[config.mk]
export PLATFORM = sky130hd
export DESIGN_NAME = stack_sequencer
export DESIGN_NICKNAME = d
export VERILOG_FILES = /design/src/rtl/stack_pkg.sv /design/src/rtl/sp_register.sv /design/src/rtl/stack_sequencer.sv
export SDC_FILE = /design/constraint.sdc
export NUM_CORES = 1
export LEC_CHECK = 0
export ABC_AREA = 0
export CORE_UTILIZATION = 51
export CTS_CLUSTER_DIAMETER = 60
export DETAILED_ROUTE_END_ITERATION = 10
export PLACE_DENSITY = 0.91
export SLEW_MARGIN = 25
export SYNTH_ARGS = -nofsm -noshare
export SYNTH_HDL_FRONTEND = slang
export SYNTH_HIERARCHICAL = 1
export SYNTH_SLANG_ARGS = --single-unit
[constraint.sdc]
create_clock -name i_clk -period 4.5 [get_ports i_clk]
set_clock_uncertainty 0.1 [all_clocks]
set_input_delay 0.9 -clock i_clk [delete_from_list [all_inputs] [get_ports i_clk]]
set_output_delay 0.9 -clock i_clk [all_outputs]
set_load 0.01 [all_outputs]
[src/rtl/stack_pkg.sv]
// Shared encodings and default constants for the stack sequencer.
// Optional bounds checking in the top is enabled by STACK_BOUNDS_CHECK_EN.
package stack_pkg;

    typedef enum logic [1:0] {
        S_IDLE = 2'd0,
        S_ACC1 = 2'd1,
        S_ACC2 = 2'd2
    } state_t;

    typedef enum logic [1:0] {
        OP_PUSH    = 2'd0,
        OP_POP     = 2'd1,
        OP_PUSH_PC = 2'd2,
        OP_POP_PC  = 2'd3
    } op_t;

    localparam logic [15:0] SP_INIT_DEFAULT     = 16'h07FF;
    localparam logic [15:0] STACK_LIMIT_DEFAULT = 16'h0400;

    // Number of stack words an operation moves.
    function automatic logic [15:0] op_words(input op_t op);
        return (op == OP_PUSH_PC || op == OP_POP_PC) ? 16'd2 : 16'd1;
    endfunction

endpackage

[src/rtl/sp_register.sv]
// 16-bit stack pointer with async reset to SP_INIT; wraps modulo 2^16.
// Only one adjust input is expected per cycle; the larger step wins otherwise.
module sp_register
    import stack_pkg::*;
#(
    parameter logic [15:0] SP_INIT = SP_INIT_DEFAULT
) (
    input  logic        i_clk,
    input  logic        i_reset,
    input  logic        i_inc1,
    input  logic        i_inc2,
    input  logic        i_dec1,
    input  logic        i_dec2,
    output logic [15:0] o_sp
);

    logic [15:0] r_sp;

    always_ff @(posedge i_clk or posedge i_reset) begin
        if (i_reset) begin
            r_sp <= SP_INIT;
        end else if (i_inc2) begin
            r_sp <= r_sp + 16'd2;
        end else if (i_dec2) begin
            r_sp <= r_sp - 16'd2;
        end else if (i_inc1) begin
            r_sp <= r_sp + 16'd1;
        end else if (i_dec1) begin
            r_sp <= r_sp - 16'd1;
        end
    end

    assign o_sp = r_sp;

endmodule

[src/rtl/stack_sequencer.sv]
// Push/pop sequencer for a downward-growing stack in single-port data memory.
// Define STACK_BOUNDS_CHECK_EN to reject overflowing/underflowing ops and raise o_fault.
module stack_sequencer
    import stack_pkg::*;
#(
    parameter logic [15:0] SP_INIT     = SP_INIT_DEFAULT,
    parameter logic [15:0] STACK_LIMIT = STACK_LIMIT_DEFAULT
) (
    input  logic        i_clk,
    input  logic        i_reset,
    input  logic        i_req_valid,
    input  logic        i_push,
    input  logic        i_pop,
    input  logic        i_push_pc,
    input  logic        i_pop_pc,
    input  logic [15:0] i_push_data,
    input  logic [31:0] i_pc,
    input  logic [15:0] i_mem_rdata,
    output logic        o_ready,
    output logic        o_stall,
    output logic [15:0] o_mem_addr,
    output logic [15:0] o_mem_wdata,
    output logic        o_mem_read,
    output logic        o_mem_write,
    output logic [15:0] o_sp,
    output logic [15:0] o_pop_data,
    output logic        o_pop_valid,
    output logic [31:0] o_pc,
    output logic        o_pc_valid,
    output logic        o_fault,
    output logic [1:0]  o_dbg_state
);

    // Handshake: a request is taken on a rising edge where i_req_valid=1,
    // o_ready=1 and at least one op bit is set; otherwise it is not consumed.

    state_t      r_state, w_next_state;
    op_t         r_op, w_req_op;
    logic        r_reject, w_reject;
    logic [15:0] r_data;
    logic [31:0] r_pc;
    logic [15:0] r_pc_lo;
    logic [15:0] r_pop_data;
    logic [31:0] r_pc_out;
    logic        r_pop_valid;
    logic        r_pc_valid;
    logic        w_any_op;
    logic        w_accept;
    logic        w_inc1, w_inc2, w_dec1, w_dec2;
    logic [15:0] w_sp;

    assign w_any_op = i_push | i_pop | i_push_pc | i_pop_pc;
    assign w_accept = (r_state == S_IDLE) && i_req_valid && w_any_op;

    always_comb begin
        w_req_op = OP_PUSH;
        if (i_pop_pc) begin
            w_req_op = OP_POP_PC;
        end else if (i_push_pc) begin
            w_req_op = OP_PUSH_PC;
        end else if (i_pop) begin
            w_req_op = OP_POP;
        end
    end

`ifdef STACK_BOUNDS_CHECK_EN
    logic [15:0] w_room;
    logic [15:0] w_depth;
    logic        r_fault;

    assign w_room  = w_sp - STACK_LIMIT + 16'd1;
    assign w_depth = SP_INIT - w_sp;
    assign w_reject = (w_req_op == OP_PUSH || w_req_op == OP_PUSH_PC)
                    ? (w_room  < op_words(w_req_op))
                    : (w_depth < op_words(w_req_op));

    always_ff @(posedge i_clk or posedge i_reset) begin
        if (i_reset) begin
            r_fault <= 1'b0;
        end else if (w_accept && w_reject) begin
            r_fault <= 1'b1;
        end
    end

    assign o_fault = r_fault;
`else
    logic w_unused_bounds;

    assign w_unused_bounds = ^STACK_LIMIT;
    assign w_reject = 1'b0;
    assign o_fault  = 1'b0;
`endif

    always_ff @(posedge i_clk or posedge i_reset) begin
        if (i_reset) begin
            r_state <= S_IDLE;
        end else begin
            r_state <= w_next_state;
        end
    end

    always_comb begin
        w_next_state = r_state;
        case (r_state)
            S_IDLE: if (w_accept) w_next_state = S_ACC1;
            S_ACC1: w_next_state = (!r_reject && (r_op == OP_PUSH_PC || r_op == OP_POP_PC))
                                   ? S_ACC2 : S_IDLE;
            S_ACC2: w_next_state = S_IDLE;
            default: w_next_state = S_IDLE;
        endcase
    end

    always_ff @(posedge i_clk or posedge i_reset) begin
        if (i_reset) begin
            r_op     <= OP_PUSH;
            r_reject <= 1'b0;
            r_data   <= 16'h0000;
            r_pc     <= 32'h0000_0000;
        end else if (w_accept) begin
            r_op     <= w_req_op;
            r_reject <= w_reject;
            r_data   <= i_push_data;
            r_pc     <= i_pc;
        end
    end

    // Memory controls depend only on state and the latched op.
    always_comb begin
        o_mem_read  = 1'b0;
        o_mem_write = 1'b0;
        o_mem_addr  = w_sp;
        o_mem_wdata = 16'h0000;
        w_inc1 = 1'b0;
        w_inc2 = 1'b0;
        w_dec1 = 1'b0;
        w_dec2 = 1'b0;
        if (r_state == S_ACC1 && !r_reject) begin
            case (r_op)
                OP_PUSH: begin
                    o_mem_write = 1'b1;
                    o_mem_wdata = r_data;
                    w_dec1      = 1'b1;
                end
                OP_POP: begin
                    o_mem_read = 1'b1;
                    o_mem_addr = w_sp + 16'd1;
                    w_inc1     = 1'b1;
                end
                OP_PUSH_PC: begin
                    o_mem_write = 1'b1;
                    o_mem_wdata = r_pc[31:16];
                end
                OP_POP_PC: begin
                    o_mem_read = 1'b1;
                    o_mem_addr = w_sp + 16'd1;
                end
                default: ;
            endcase
        end else if (r_state == S_ACC2) begin
            if (r_op == OP_PUSH_PC) begin
                o_mem_write = 1'b1;
                o_mem_addr  = w_sp - 16'd1;
                o_mem_wdata = r_pc[15:0];
                w_dec2      = 1'b1;
            end else begin
                o_mem_read = 1'b1;
                o_mem_addr = w_sp + 16'd2;
                w_inc2     = 1'b1;
            end
        end
    end

    // The low PC half is parked so o_pc only changes when both halves are in.
    always_ff @(posedge i_clk or posedge i_reset) begin
        if (i_reset) begin
            r_pc_lo     <= 16'h0000;
            r_pop_data  <= 16'h0000;
            r_pc_out    <= 32'h0000_0000;
            r_pop_valid <= 1'b0;
            r_pc_valid  <= 1'b0;
        end else begin
            r_pop_valid <= 1'b0;
            r_pc_valid  <= 1'b0;
            if (r_state == S_ACC1 && !r_reject && r_op == OP_POP) begin
                r_pop_data  <= i_mem_rdata;
                r_pop_valid <= 1'b1;
            end
            if (r_state == S_ACC1 && !r_reject && r_op == OP_POP_PC) begin
                r_pc_lo <= i_mem_rdata;
            end
            if (r_state == S_ACC2 && r_op == OP_POP_PC) begin
                r_pc_out   <= {i_mem_rdata, r_pc_lo};
                r_pc_valid <= 1'b1;
            end
        end
    end

    sp_register #(
        .SP_INIT (SP_INIT)
    ) u_sp (
        .i_clk   (i_clk),
        .i_reset (i_reset),
        .i_inc1  (w_inc1),
        .i_inc2  (w_inc2),
        .i_dec1  (w_dec1),
        .i_dec2  (w_dec2),
        .o_sp    (w_sp)
    );

    assign o_ready     = (r_state == S_IDLE);
    assign o_stall     = ~o_ready;
    assign o_sp        = w_sp;
    assign o_pop_data  = r_pop_data;
    assign o_pop_valid = r_pop_valid;
    assign o_pc        = r_pc_out;
    assign o_pc_valid  = r_pc_valid;
    assign o_dbg_state = r_state;

endmodule

== After elaboration in Yosys (flattened, before gate mapping) ==
Index checks and enable logic that the tools add are counted.

* Bitwise gates (word level): 4
* Add/sub/neg operators: 4
* Reduce and logical (&&, ||, !) cells: 11
* Multiplexer cells: 34
* Equality and inequality tests: 6

{| class="wikitable"
|+ Operator list
! kind !! number
|-
| 2-to-1 mux 16 bit || 11
|-
| one-hot mux 16 bit (2 select lines) || 1
|-
| 2-to-1 mux 1 bit || 17
|-
| adder 16 x 1 -> 16 bit, second input constant || 1
|-
| adder 16 x 2 -> 16 bit, second input constant || 1
|-
| subtractor 16 x 1 -> 16 bit, second input constant || 1
|-
| subtractor 16 x 2 -> 16 bit, second input constant || 1
|-
| 2-to-1 mux 2 bit || 4
|-
| == test 2 bit, second input constant || 3
|-
| logical AND 1 bit || 5
|-
| == test 2 x 1 -> 1 bit, second input constant || 2
|-
| zero test 2 bit || 2
|-
| one-hot mux 2 bit (2 select lines) || 1
|-
| nonzero test 4 bit || 1
|-
| OR reduction 2 bit || 2
|-
| bitwise OR 1 bit || 3
|-
| != test 2 x 1 -> 1 bit, second input constant || 1
|-
| logical OR 1 bit || 1
|-
| NOT 1 bit || 1
|}

* Bits of input ports: 71
* Logic and storage cells: 69
* Flip-flop bits (word level): 134
* Output and inout port bits: 105

== Logic depth before layout (Yosys ltp) ==
* Depth after elaboration: 7
* Gate-level depth with buffers: 14
* Depth with buffers taken out: 11

== Modules after synthesis ==
The synthesis kept the hierarchy.

{| class="wikitable"
|+ By module, submodules not included
! module !! seq. area each (um2) !! area an instance (um2) !! cells each !! instances
|-
| stack_sequencer || 2952.8 || 5472.7 || 436 || 1
|-
| sp_register || 414.1 || 2124.5 || 283 || 1
|}

== Worst setup path after synthesis ==
No wires, ideal clock.

* Path type: register to register
* From: register r_state[0], in the netlist o_dbg_state[0]
* To: register u_sp.r_sp[12], in the netlist u_sp/o_sp[12]
* Clock period less this slack: 3.562 ns
* Data required time: 4.277 ns
* Setup time: 0.123 ns
* Slack: 0.938 ns
* Cell stages (with the launch flop): 14
* Arrival time: 3.339 ns
* Buffers on the path: 2
* Cells stage by stage: dfrtp_1 buf_2 nor2b_1 nand2_1 nor2_1 buf_2 inv_1 ha_1 nor2b_1 o31ai_1 a21oi_1 o41ai_1 mux2i_1 nand2_1

* Word-level cells in the longest chain between the ends: 5
* Elaborated cells on any way between the ends: 12
* Those cells by class: 2 x eq/ne; 9 x mux; 1 x reduce/logical

{| class="wikitable"
|+ Ends and longest elaborated chain
! element !! line !! text
|-
| from (decl) || stack_sequencer.sv:37 || <nowiki>state_t r_state, w_next_state;</nowiki>
|-
| from (signal assigned) || stack_sequencer.sv:98 || <nowiki>r_state <= w_next_state;</nowiki>
|-
| == test 2 x 1 -> 1 bit * || stack_sequencer.sv:137 || <nowiki>if (r_state == S_ACC1 && !r_reject) begin</nowiki>
|-
| 2-to-1 mux 1 bit * || stack_sequencer.sv:137 ||
|-
| via w_inc1 || stack_sequencer.sv:49 || <nowiki>logic w_inc1, w_inc2, w_dec1, w_dec2;</nowiki>
|-
| 2-to-1 mux 16 bit || sp_register.sv:26 || <nowiki>end else if (i_inc1) begin</nowiki>
|-
| 2-to-1 mux 16 bit || sp_register.sv:24 || <nowiki>end else if (i_dec2) begin</nowiki>
|-
| 2-to-1 mux 16 bit || sp_register.sv:22 || <nowiki>end else if (i_inc2) begin</nowiki>
|-
| to (signal assigned) || sp_register.sv:23 || <nowiki>r_sp <= r_sp + 16'd2;</nowiki>
|-
| to (signal assigned) || sp_register.sv:25 || <nowiki>r_sp <= r_sp - 16'd2;</nowiki>
|-
| to (signal assigned) || sp_register.sv:27 || <nowiki>r_sp <= r_sp + 16'd1;</nowiki>
|-
| to (decl) || sp_register.sv:17 || <nowiki>logic [15:0] r_sp;</nowiki>
|}

The timed path passes the listed nets; every way through them passes the cells marked *.
A chain may end at the register's enable or synchronous reset.

== Worst setup path after layout ==
* From: register u_sp.r_sp[1], in the netlist u_sp/o_sp[1]
* To: output o_mem_addr[15]

* Word-level cells in the longest chain between the ends: 4
* Elaborated cells on any way between the ends: 7
* Those cells by class: 3 x add/sub; 4 x mux

{| class="wikitable"
|+ Ends and longest elaborated chain
! element !! line !! text
|-
| adder 16 x 2 -> 16 bit / subtractor 16 x 1 -> 16 bit (equally long branches) || stack_sequencer.sv:167, stack_sequencer.sv:162 ||
|-
| 2-to-1 mux 16 bit || stack_sequencer.sv:160 || <nowiki>if (r_op == OP_PUSH_PC) begin</nowiki>
|-
| 2-to-1 mux 16 bit || stack_sequencer.sv:159 || <nowiki>end else if (r_state == S_ACC2) begin</nowiki>
|-
| 2-to-1 mux 16 bit * || stack_sequencer.sv:137 ||
|-
| to (decl) || stack_sequencer.sv:21 || <nowiki>output logic [15:0] o_mem_addr,</nowiki>
|}

Mark *: on every way between the ends. The rest lies on a longest branch, timed or not.

==> flow_metrics.tcl <==
set metrics [dict create \
    design.die.area_um2 15400 \
    layout-area-overhead-vs-synth_pct 32.3 \
    timing.critical_path.to_type "output port" \
    status "finished clean" \
    yosysUniqueCellTypes 80 \
    synth_flop_cell "sky130_fd_sc_hd__dfrtp_1" \
    required_ns 3.50 \
    ir_drop_worst_vdd_v 0.000549 \
    finalCritPeriodShare_pct 92.7 \
    cts_num_sinks 134 \
    filler_cell_count 1032 \
    antenna_violations_before_repair 0 \
    final.min_clock_period_ns 4.17 \
    yosys.area.top_type "sky130_fd_sc_hd__dfrtp_1" \
    share_of_cells_above_drive_strength_1_pct 17.0 \
    vias_per_cell 6.10 \
    vias_in_the_first_global_route 6694 \
    share_comb_of_total_power_pct 46.3 \
    setup_repair_after_global_routing_missed_its_margin "false" \
    clock_tree_from_tritoncts "yes" \
    critical_path.cell_chain "inv_1 -> ha_1 -> a21boi_0 -> nand4_1 -> o311a_1 -> a21oi_2 -> xor2_1 -> clkdlybuf4s50_1" \
    wire_per_inst_um 20.3 \
    drcViolationCount 0 \
    relative_slew_margins_pct 36.2 \
    cts.repair_timing.setup_buffer_count 0 \
    report.final.hold_viol_count 0 \
    cp_max_fo 15 \
    die-width_um 124 \
    clock_power_share_pct 20.0 \
    post-route-util_pct 69.1 \
    drtPass1Iterations 6 \
    synth-seq-cells 134 \
    holdCritStartpoint "r_pc_lo[7]" \
    postRouteWirelength_um 21900 \
    maxSlewViolCount 0 \
    register_clock_pin_slew_on_the_reported_worst_setup_and_hold_paths_ns 0.05 \
    crit_path_class "reg -> out" \
    synthesis.area_um2 7600 \
    grt_start_max_net_pins 58 \
    numPortBuffers 174 \
    timing.critical_path.from "u_sp/o_sp[1]" \
    fp.dieH_um 124 \
    critical_path.reg2reg.startpoint "o_dbg_state[0]" \
    gpl.final_weighted_congestion 0.934 \
    fin_setup_tns_ns 0 \
    layout_common_cells "sky130_fd_sc_hd__clkdlybuf4s50_1 (174), sky130_fd_sc_hd__dfrtp_1 (123), sky130_fd_sc_hd__mux2_2 (73)" \
    startpoint_type "flip-flop" \
    cts.hold.buffers_added 0 \
    netSwitchingPower_mw 2.72 \
    max-cap-violations 0 \
    syn_nets 812 \
    share_seq_of_total_power_pct 33.8 \
    intPower_mw 4.35 \
    layout.cells.most_common "sky130_fd_sc_hd__clkdlybuf4s50_1" \
    grt.overflow.total 0 \
    gr-usage-all-layers_pct 30.1 \
    hold_path.class "reg -> reg" \
    dp_hpwl_um 14800 \
    netlist_top_cells_area "sky130_fd_sc_hd__dfrtp_1 (41%), sky130_fd_sc_hd__mux2_2 (11%), sky130_fd_sc_hd__mux2_1 (5.8%)" \
    synth-edff-count 0 \
    floorplan.initialDensity_pct 52.3 \
    critical_path.max_stage_delay_ns 0.67 \
    post_cts_resize_count 0 \
    finalNetCount 976 \
    leakage_nw 4.18 \
    clk_path_buf_depth 2 \
    fmax_mhz 240 \
    p_sw_share_pct 38.5 \
    setup_viol_count_final 0 \
    detailedRoute.firstIterationViolations 639 \
    cp.arrival_ns 3.17 \
    synthCells 719 \
    insertedDiodeCount 0 \
    ctsRootBufferMaster "sky130_fd_sc_hd__clkbuf_16" \
    numCtsBuffers 17 \
    synth_largest_type_area_fraction_pct 40.5 \
    grt_first_pass_wirelength_um 35000 \
    detail-route-antenna-nets 0 \
    placement_rows 44 \
    synth.yosys.seq_area_share_pct 44.3 \
    routed-via-count 6575 \
    clock_latency_ns 0.42 \
    worstMarginPinSlew_ns 0.955 \
    synth.avg_cell_area_um2 10.6 \
    slowest_stage "sky130_fd_sc_hd__dfstp_2" \
    synth-warning-count 6 \
    design.core.area_um2 14500 \
    asyncSetResetFlopFracSynth_pct 100 \
    p_per_area_nw_per_um2 704 \
    num_io_pins 176 \
    htree_depth 4 \
]
registers in the layout, summed over array words and instances (netlist names):
signal,flops
o_pop_data,16
o_dbg_state,2
r_pc,32
r_data,16
o_pc_valid,1
r_op,2
r_pc_lo,16
o_pop_valid,1
u_sp/o_sp,16
o_pc,32
synth_stat cells, drive strengths merged (4+ instances only):
| cell type | n |
|---|---|
| a211oi | 4 |
| a21o | 5 |
| a21oi | 34 |
| a221oi | 4 |
| a222oi | 16 |
| a31oi | 4 |
| and3 | 5 |
| buf | 24 |
| clkbuf | 16 |
| dfrtp | 123 |
| dfstp | 11 |
| ha | 21 |
| inv | 35 |
| mux2 | 112 |
| mux2i | 4 |
| nand2 | 48 |
| nand2b | 7 |
| nand3 | 24 |
| nand4 | 10 |
| nor2 | 52 |
| nor2b | 4 |
| nor3 | 12 |
| nor4 | 9 |
| o21a | 4 |
| o21ai | 26 |
| o22ai | 8 |
| o31ai | 4 |
| or3 | 5 |
| xnor2 | 20 |
| xor2 | 18 |
area by class of cell:
cell class / instances / area [um2] / share of cell area (%)
Multi-Input combinational cell: 509 / 3900 / 38.8
Timing Repair Buffer: 185 / 1820 / 18.2
Tap cell: 184 / 230 / 2.29
Clock inverter: 12 / 154 / 1.53
Clock buffer: 18 / 439 / 4.37
Inverter: 36 / 138 / 1.37
Sequential cell: 134 / 3370 / 33.5
stage by stage:
stage	total power [mW]	setup slack, ns	instances	hold slack (ns)	area, um2
finish	7.07	0.331	1078	0.386	10000
detailed placement	5.54	0.609	1048	0.372	9450
floorplan	4.16	0.371	719	0.352	7600
global route	7.48	0.103	1078	0.404	10000
global placement	5.41	0.845	1048	0.360	9450
CTS	7.04	0.355	1078	0.391	10000
power by group through the flow:
stage          Combinational (mW)  Sequential [mW]  Clock, mW
2_1_floorplan                1.93             2.23          0
3_3_place_gp                 3.09             2.32          0
3_5_place_dp                 3.18             2.36          0
4_1_cts                      3.24             2.37       1.42
5_1_grt                      3.53             2.46       1.48
6_report                     3.27             2.39       1.41
critical path, delay by kind of cell (launching register included):
family                   cells  cell delay [ns]
XOR/XNOR                     1             0.14
AND/OR/NAND/NOR              1             0.21
adder cells (fa/ha/maj)      1             0.22
AO/OA/AOI/OAI                3             0.80
flip-flops                   1             0.67
buffers and inverters        2             0.72
worst paths after layout:
| path | to | slack, ns | cells after the start |
|---|---|---|---|
| min | o_pc[7] | 0.39 | 1 |
| max reg2reg | u_sp/o_sp[12] | 0.48 | 11 |
| max in group asynchronous | o_pc[29] | 2.62 | 3 |
| max | o_mem_addr[15] | 0.33 | 8 |
| min in group asynchronous | o_pc[3] | 0.85 | 2 |
| min reg2reg | o_pc[7] | 0.39 | 1 |
routing by layer:
| metal | vias to the layer above | wire length, um | GRT usage, % |
|---|---|---|---|
| met4 | 0 | 702 | 13.7 |
| met1 | 3230 | 8700 | 37.1 |
| met3 | 49 | 1700 | 7.74 |
| met5 | - | 0 | 0 |
| met2 | 349 | 10800 | 49.6 |
| li1 | 2947 | - | - |
cells by family after synthesis:
group / share of synthesized area [%]
simple gates: 13.3
compound gates: 12.4
flops: 44.3
mux: 17.1
buf+inv: 4.71
xor+xnor: 4.38
fa+ha+maj: 3.72
other cells: 0.0494
Power figures use the tool's default switching activity.
